### src/rtl/fc_layer_ctrl.sv
// fc_layer_ctrl: sequences one shared single-neuron FC engine over NUM_OUT neurons, streams each result, tracks argmax.
// Latency: 5 cycles per neuron with a 2-cycle engine; o_done is high start_edge + 5*NUM_OUT + 1 cycles.
// Backpressure: none; i_start accepted only in S_IDLE, engine stalls bounded by WAIT_MAX (sticky o_error).
// Optional feature: define FC_LAYER_RELU_EN to clamp negative engine results to zero before streaming and argmax.
module fc_layer_ctrl #(
  parameter int NUM_OUT  = 10,
  parameter int IDX_W    = 4,
  parameter int WAIT_MAX = 15
) (
  input  logic                    i_clk,
  input  logic                    i_rst_n,
  input  logic                    i_start,
  output logic                    o_busy,
  output logic [IDX_W-1:0]        o_rom_addr,
  output logic                    o_fc_start,
  input  logic signed [31:0]      i_fc_output,
  input  logic                    i_fc_finished,
  output logic                    o_out_valid,
  output logic [IDX_W-1:0]        o_out_idx,
  output logic signed [31:0]      o_out_value,
  output logic [IDX_W-1:0]        o_argmax,
  output logic signed [31:0]      o_max_value,
  output logic                    o_done,
  output logic                    o_error
);

  localparam int               CNT_W    = $clog2(WAIT_MAX + 1);
  localparam logic [IDX_W-1:0] LAST_IDX = IDX_W'(NUM_OUT - 1);
  // The counter is compared before it increments, so the last allowed WAIT cycle sees WAIT_MAX-1.
  localparam logic [CNT_W-1:0] CNT_LAST = CNT_W'(WAIT_MAX - 1);

  typedef enum logic [2:0] {
    S_IDLE  = 3'd0,
    S_FETCH = 3'd1,
    S_KICK  = 3'd2,
    S_WAIT  = 3'd3,
    S_STORE = 3'd4,
    S_DONE  = 3'd5
  } state_t;

  state_t                    state;
  state_t                    state_nxt;
  logic [IDX_W-1:0]          idx;
  logic [CNT_W-1:0]          wait_cnt;
  logic signed [31:0]        cap_value;
  logic signed [31:0]        fc_value;
  logic [IDX_W-1:0]          argmax_q;
  logic signed [31:0]        max_q;
  logic                      error_q;
  logic                      start_acc;
  logic                      wait_expired;
  logic                      last_neuron;
  logic                      max_update;

  // Engine result as it will be captured: optionally clamped at zero.
`ifdef FC_LAYER_RELU_EN
  assign fc_value = i_fc_output[31] ? 32'sd0 : i_fc_output;
`else
  assign fc_value = i_fc_output;
`endif

  assign start_acc    = (state == S_IDLE) && i_start;
  assign wait_expired = (state == S_WAIT) && !i_fc_finished && (wait_cnt == CNT_LAST);
  assign last_neuron  = (idx == LAST_IDX);
  // Neuron 0 seeds the running max; later neurons must be strictly greater so ties keep the lower index.
  assign max_update   = (idx == '0) || (cap_value > max_q);

  assign o_rom_addr  = idx;
  assign o_out_idx   = idx;
  assign o_out_value = cap_value;
  assign o_argmax    = argmax_q;
  assign o_max_value = max_q;
  assign o_error     = error_q;

  // State register.
  always_ff @(posedge i_clk or posedge i_rst_n) begin
    if (i_rst_n) begin
      state <= S_IDLE;
    end else begin
      state <= state_nxt;
    end
  end

  // Next-state logic.
  always_comb begin
    state_nxt = state;
    case (state)
      S_IDLE:  if (i_start) state_nxt = S_FETCH;
      S_FETCH: state_nxt = S_KICK;
      S_KICK:  state_nxt = S_WAIT;
      S_WAIT: begin
        if (i_fc_finished) begin
          state_nxt = S_STORE;
        end else if (wait_expired) begin
          state_nxt = S_IDLE;
        end
      end
      S_STORE: state_nxt = last_neuron ? S_DONE : S_FETCH;
      S_DONE:  state_nxt = S_IDLE;
      default: state_nxt = S_IDLE;
    endcase
  end

  // State-decoded strobes.
  always_comb begin
    o_busy      = (state != S_IDLE);
    o_fc_start  = (state == S_KICK);
    o_out_valid = (state == S_STORE);
    o_done      = (state == S_DONE);
  end

  // Neuron index: restarts on an accepted start, advances after each store, holds through FETCH..STORE.
  always_ff @(posedge i_clk or posedge i_rst_n) begin
    if (i_rst_n) begin
      idx <= '0;
    end else if (start_acc) begin
      idx <= '0;
    end else if ((state == S_STORE) && !last_neuron) begin
      idx <= idx + 1'b1;
    end
  end

  // Watchdog counter: cleared at the engine launch, counts WAIT cycles without a finish.
  always_ff @(posedge i_clk or posedge i_rst_n) begin
    if (i_rst_n) begin
      wait_cnt <= '0;
    end else if (state == S_KICK) begin
      wait_cnt <= '0;
    end else if ((state == S_WAIT) && !i_fc_finished && !wait_expired) begin
      wait_cnt <= wait_cnt + 1'b1;
    end
  end

  // Capture the engine result on its finish pulse; finishes outside S_WAIT are ignored.
  always_ff @(posedge i_clk or posedge i_rst_n) begin
    if (i_rst_n) begin
      cap_value <= '0;
    end else if ((state == S_WAIT) && i_fc_finished) begin
      cap_value <= fc_value;
    end
  end

  // Running argmax, updated while the captured value is presented on the stream.
  always_ff @(posedge i_clk or posedge i_rst_n) begin
    if (i_rst_n) begin
      argmax_q <= '0;
      max_q    <= '0;
    end else if ((state == S_STORE) && max_update) begin
      argmax_q <= idx;
      max_q    <= cap_value;
    end
  end

  // Sticky watchdog flag, cleared only by the next accepted start.
  always_ff @(posedge i_clk or posedge i_rst_n) begin
    if (i_rst_n) begin
      error_q <= 1'b0;
    end else if (start_acc) begin
      error_q <= 1'b0;
    end else if (wait_expired) begin
      error_q <= 1'b1;
    end
  end

endmodule

### config.mk
export PLATFORM = sky130hd
export DESIGN_NAME = fc_layer_ctrl
export DESIGN_NICKNAME = d
export VERILOG_FILES = /design/src/rtl/fc_layer_ctrl.sv
export SDC_FILE = /design/constraint.sdc
export NUM_CORES = 1
export LEC_CHECK = 0
export ABC_AREA = 1
export BUFFER_PORTS_ARGS = -buffer_cell sky130_fd_sc_hd__buf_2
export CAP_MARGIN = 20
export CORE_MARGIN = 2
export CORE_UTILIZATION = 30
export DETAILED_ROUTE_END_ITERATION = 7
export HOLD_SLACK_MARGIN = 0.12
export SLEW_MARGIN = 20
export SYNTH_ARGS = -nofsm -noshare
export SYNTH_HDL_FRONTEND = slang
export SYNTH_SLANG_ARGS = --single-unit
### constraint.sdc
create_clock -name i_clk -period 6.4 [get_ports i_clk]
set_input_delay 0.96 -clock i_clk [delete_from_list [all_inputs] [get_ports i_clk]]
set_output_delay 0.96 -clock i_clk [all_outputs]
set_load 0.05 [all_outputs]
== Word level (Yosys, flattened, before mapping) ==
Cells that the tools add are included.
Storage, ports and cells
  register bits: 80
  input port bits: 36
  output and inout bits: 81
Cells by class
  $add $sub $neg: 2
  order comparisons: 1
  equality and inequality tests: 9
  mux-type cells: 11
  reduce and logical (&&, ||, !) cells: 18
Operators with widths (count)
  32-bit greater-than comparator: 1
  4-bit two-way mux: 4
  3-bit case mux with 5 select lines: 1
  3-bit two-way mux: 4
  4-bit by 1-bit adder with 4-bit output, second input constant: 2
  4-bit equality test, second input constant: 2
  1-bit logical AND: 7
  3-bit by 2-bit equality test with 1-bit output, second input constant: 2
  3-bit equality test, second input constant: 2
  2-bit nonzero test: 3
  4-bit zero test: 1
  3-bit by 1-bit equality test with 1-bit output, second input constant: 1
  1-bit zero test: 3
  3-bit zero test: 1
  3-bit != test, second input constant: 1
  3-bit nonzero test: 1
  1-bit two-way mux: 2
  2-bit != test, second input constant: 1
  2-bit AND reduction: 1
  1-bit logical OR: 1

== Logic depth before layout (Yosys ltp) ==
  depth in word-level cells: 7
  gate-level depth with buffers: 20
  depth with buffers taken out: 19

== Least setup slack after synthesis ==
No wires, ideal clock.
  path type: register to output
  start: reg state[1]
  end: out o_out_valid
  arrival time: 1653 ps
  data required time: 5440 ps
  slack: 3787 ps
  stages on the path, launching flop included: 6
  buffers on the path: 2
  cells stage by stage: dfrtp_1 nor2_1 inv_1 nor2_1 buf_2 clkbuf_1
Between the ends
  word-level cells in the longest chain between the ends: 1
Ends and longest elaborated chain
  from (decl): line 41  | state_t state;
  from (signal assigned): line 80  | state <= state_nxt;
  3-bit equality test: line 108  | o_out_valid = (state == S_STORE);
  to (decl): line 18  | output logic o_out_valid,
No other way between the ends.

== Worst setup path in the final report ==
Same ends and word-level chain as after synthesis.

==> key figures <==
Clocking
  – Clock-pin slew on the worst setup and hold paths: 0.06 ns
  – Post-CTS Resized: 0
  – Deepest clock path buffer count: 2
  – H-tree depth: 3
  – Worst-Skew Late Latency: 0.33 ns
  – CTS buffer count: 9
  – Clock Sinks: 80
  – Root buffer cell: clkbuf_16
  – Hold buffers post-CTS: 0
  – Postcts setup bufs: 0
  – CTS tree: built

Worst setup path
  – Crit Path Category: flop to output pin
  – Worst setup path start: state[1]
  – Crit path max fanout: 39
  – WP data required: 5.44 ns
  – Critical path launch point type: flop
  – R2R setup slack: 3.79 ns
  – Arr. time, crit path: 1.87 ns
  – CP endpoint kind: output pin
  – Worst R2R Start: o_out_value[25]

Hold path
  – Worst Hold Launch: o_error
  – Worst hold-check path type: flop to flop

Floorplan
  – Core area: 13,700 sq um
  – Starting density of the core: 0.305
  – Chip height: 122 um
  – Die ar.: 14,900 sq um
  – I/O pins: 117
  – # rows: 43
  – Chip width: 122 um

Timing
  – Skew final: 0.00532 ns
  – Final period util: 0.443
  – Sum Neg Setup Slack: 0 ns
  – Least-Margin Pin Slew: 0.913 ns
  – Final hold viol count: 0
  – Fmax: 353 MHz
  – Slew margin rel.: 0.389
  – Final Setup Violations: 0
  – Final Max Tran Viols: 0
  – Tmin final: 2.83 ns
  – RSZ-0062 raised after global routing: false

Synthesis
  – Post-Syn Instances: 455
  – Synth Cell Area: 4180 sq um
  – Netlist cell types: 25
  – Synth warn: 0
  – Syn nets: 528
  – Seq/Total Area, Yosys: 0.479
  – #FFs+latches synth: 80
  – Post-Syn Area per Cell: 9.18 sq um

Drt
  – Met2 Wirelength: 4.99 mm
  – DR WL/cell: 13.8 um
  – 1st-iter DRT viols: 171
  – M1 wire length: 4.57 mm
  – Final wirelength: 10.4 mm
  – Vias: 3,474
  – Routed Antenna Nets: 0
  – Vias per inst: 4.63
  – Remaining DRCs: 0
  – Pre-antenna DRT Iters: 4
  – DR top layer: met4
  – Routed wl met3: 672 um

Placed design
  – Cells after DPL: 736
  – Routability cong.: 0.782
  – Post-DP Area: 4900 sq um
  – DPL Wire Length: 7.43 mm
  – Port buffer count: 116

GRT
  – Initial antenna violation count: 0
  – First-pass GRT wire length: 16.8 mm
  – Grt total ovfl: 0
  – Pin count of the biggest net entering global routing: 45
  – GRT Util Overall: 0.147
  – Vias in the first global route: 3,433

Run
  – MaxCap Viol Count: 0

Status
  – Status: finished clean

Cells and area
  – Fin area: 5170 sq um
  – Antenna cells: 0
  – Share of post-route cells with drive strength above 1: 0.299
  – Synthesis-to-finish area growth: 23.7%
  – Final #Nets: 640
  – Final Non-Filler Cells: 751
worst max-delay path: stages (launching register included):
cell	delay, ns
dfrtp_1	0.41
nor2_1	0.14
inv_1	0.12
nor2_4	0.09
buf_4	0.40
buf_2	0.36
layout make-up:
| class | instances | area (sq um) |
|---|---|---|
| clock buffer | 12 | 256 |
| clock inverter | 3 | 17.5 |
| sequential | 80 | 2000 |
| timing repair buffer | 118 | 596 |
| inverter | 56 | 211 |
| multi-input combinational | 302 | 1860 |
| tap | 180 | 225 |
| fill | 1425 | 8550 |
Yosys cell counts:
library cell,instances,area share
nand4_1,3,0.0045
ha_1,37,0.11
nand2_4,2,0.0054
buf_4,7,0.013
buf_2,1,0.0012
inv_1,56,0.050
clkbuf_1,6,0.0054
buf_6,3,0.0081
nand3_2,1,0.0024
nor2_2,1,0.0015
mux2_2,31,0.084
xor2_1,1,0.0021
o21a_1,3,0.0054
nor4_1,1,0.0015
dfrtp_1,80,0.48
nor3b_2,1,0.0030
nand3_1,49,0.059
a21oi_1,17,0.020
o21ai_0,8,0.0096
nor3_1,1,0.0012
a31oi_1,1,0.0015
nor2_1,20,0.018
a21o_1,1,0.0018
o31ai_1,1,0.0018
nand2_1,123,0.11
layout by cell type, fill, tap and decap left out, types with 2 or more instances in the layout:
| cell | netlist | routed |
|---|---|---|
| buf_4 | 7 | 2 |
| buf_2 | 1 | 116 |
| nand3_1 | 49 | 49 |
| clkinv_2 | 0 | 3 |
| dfrtp_1 | 80 | 80 |
| nand2_1 | 123 | 122 |
| a21oi_1 | 17 | 17 |
| ha_1 | 37 | 37 |
| nand2_4 | 2 | 2 |
| nand4_1 | 3 | 3 |
| o21a_1 | 3 | 3 |
| o21ai_0 | 8 | 8 |
| clkbuf_8 | 0 | 2 |
| clkbuf_16 | 0 | 9 |
| mux2_2 | 31 | 31 |
| nor2_1 | 20 | 19 |
| inv_1 | 56 | 55 |
registers in the layout, indices dropped and copies added, names as in the netlist:
name         count
o_argmax         4
o_error          1
o_max_value     32
o_out_idx        4
o_out_value     32
state            3
wait_cnt         4
logic make-up (layout without fill, tap and decap cells):
logic type	Yosys count	in the layout	synth area share
and+or+nand+nor	202	202	0.207
adders and majority gates	37	37	0.111
DFF	80	80	0.479
buffers and inverters	73	189	0.0775
AOI/OAI and AO/OA	31	31	0.0404
xor gates and xnor gates	1	1	0.00210
muxes	31	31	0.0835
worst paths after layout:
| check | end | depth (start not counted) |
|---|---|---|
| worst max-delay path | o_out_valid | 5 |
| worst min-delay path | o_error | 1 |
| worst max register to register | o_max_value[6] | 13 |
| worst min register to register | o_error | 1 |
| max in group asynchronous | o_max_value[24] | 3 |
| min in group asynchronous | o_max_value[11] | 2 |
per-layer routing:
metal / vias to the layer above / track usage
met5: - / 0
met4: 0 / 0.0632
met3: 10 / 0.0360
met2: 100 / 0.247
met1: 1664 / 0.179
li1: 1700 / -
stage by stage:
step / utilization / hold slack, ns / setup WS, ns
final: 0.377 / 0.485 / 3.57
after global routing: 0.377 / 0.519 / 3.46
after CTS: 0.377 / 0.489 / 3.57
after detailed placement: 0.357 / 0.472 / 3.77
after global placement: 0.357 / 0.473 / 3.85
after floorplan: - / 0.504 / 3.39
Power is left out: the tool's default activity adds up to more than one toggle a clock period on the data nets, which glitch-free logic cannot reach.
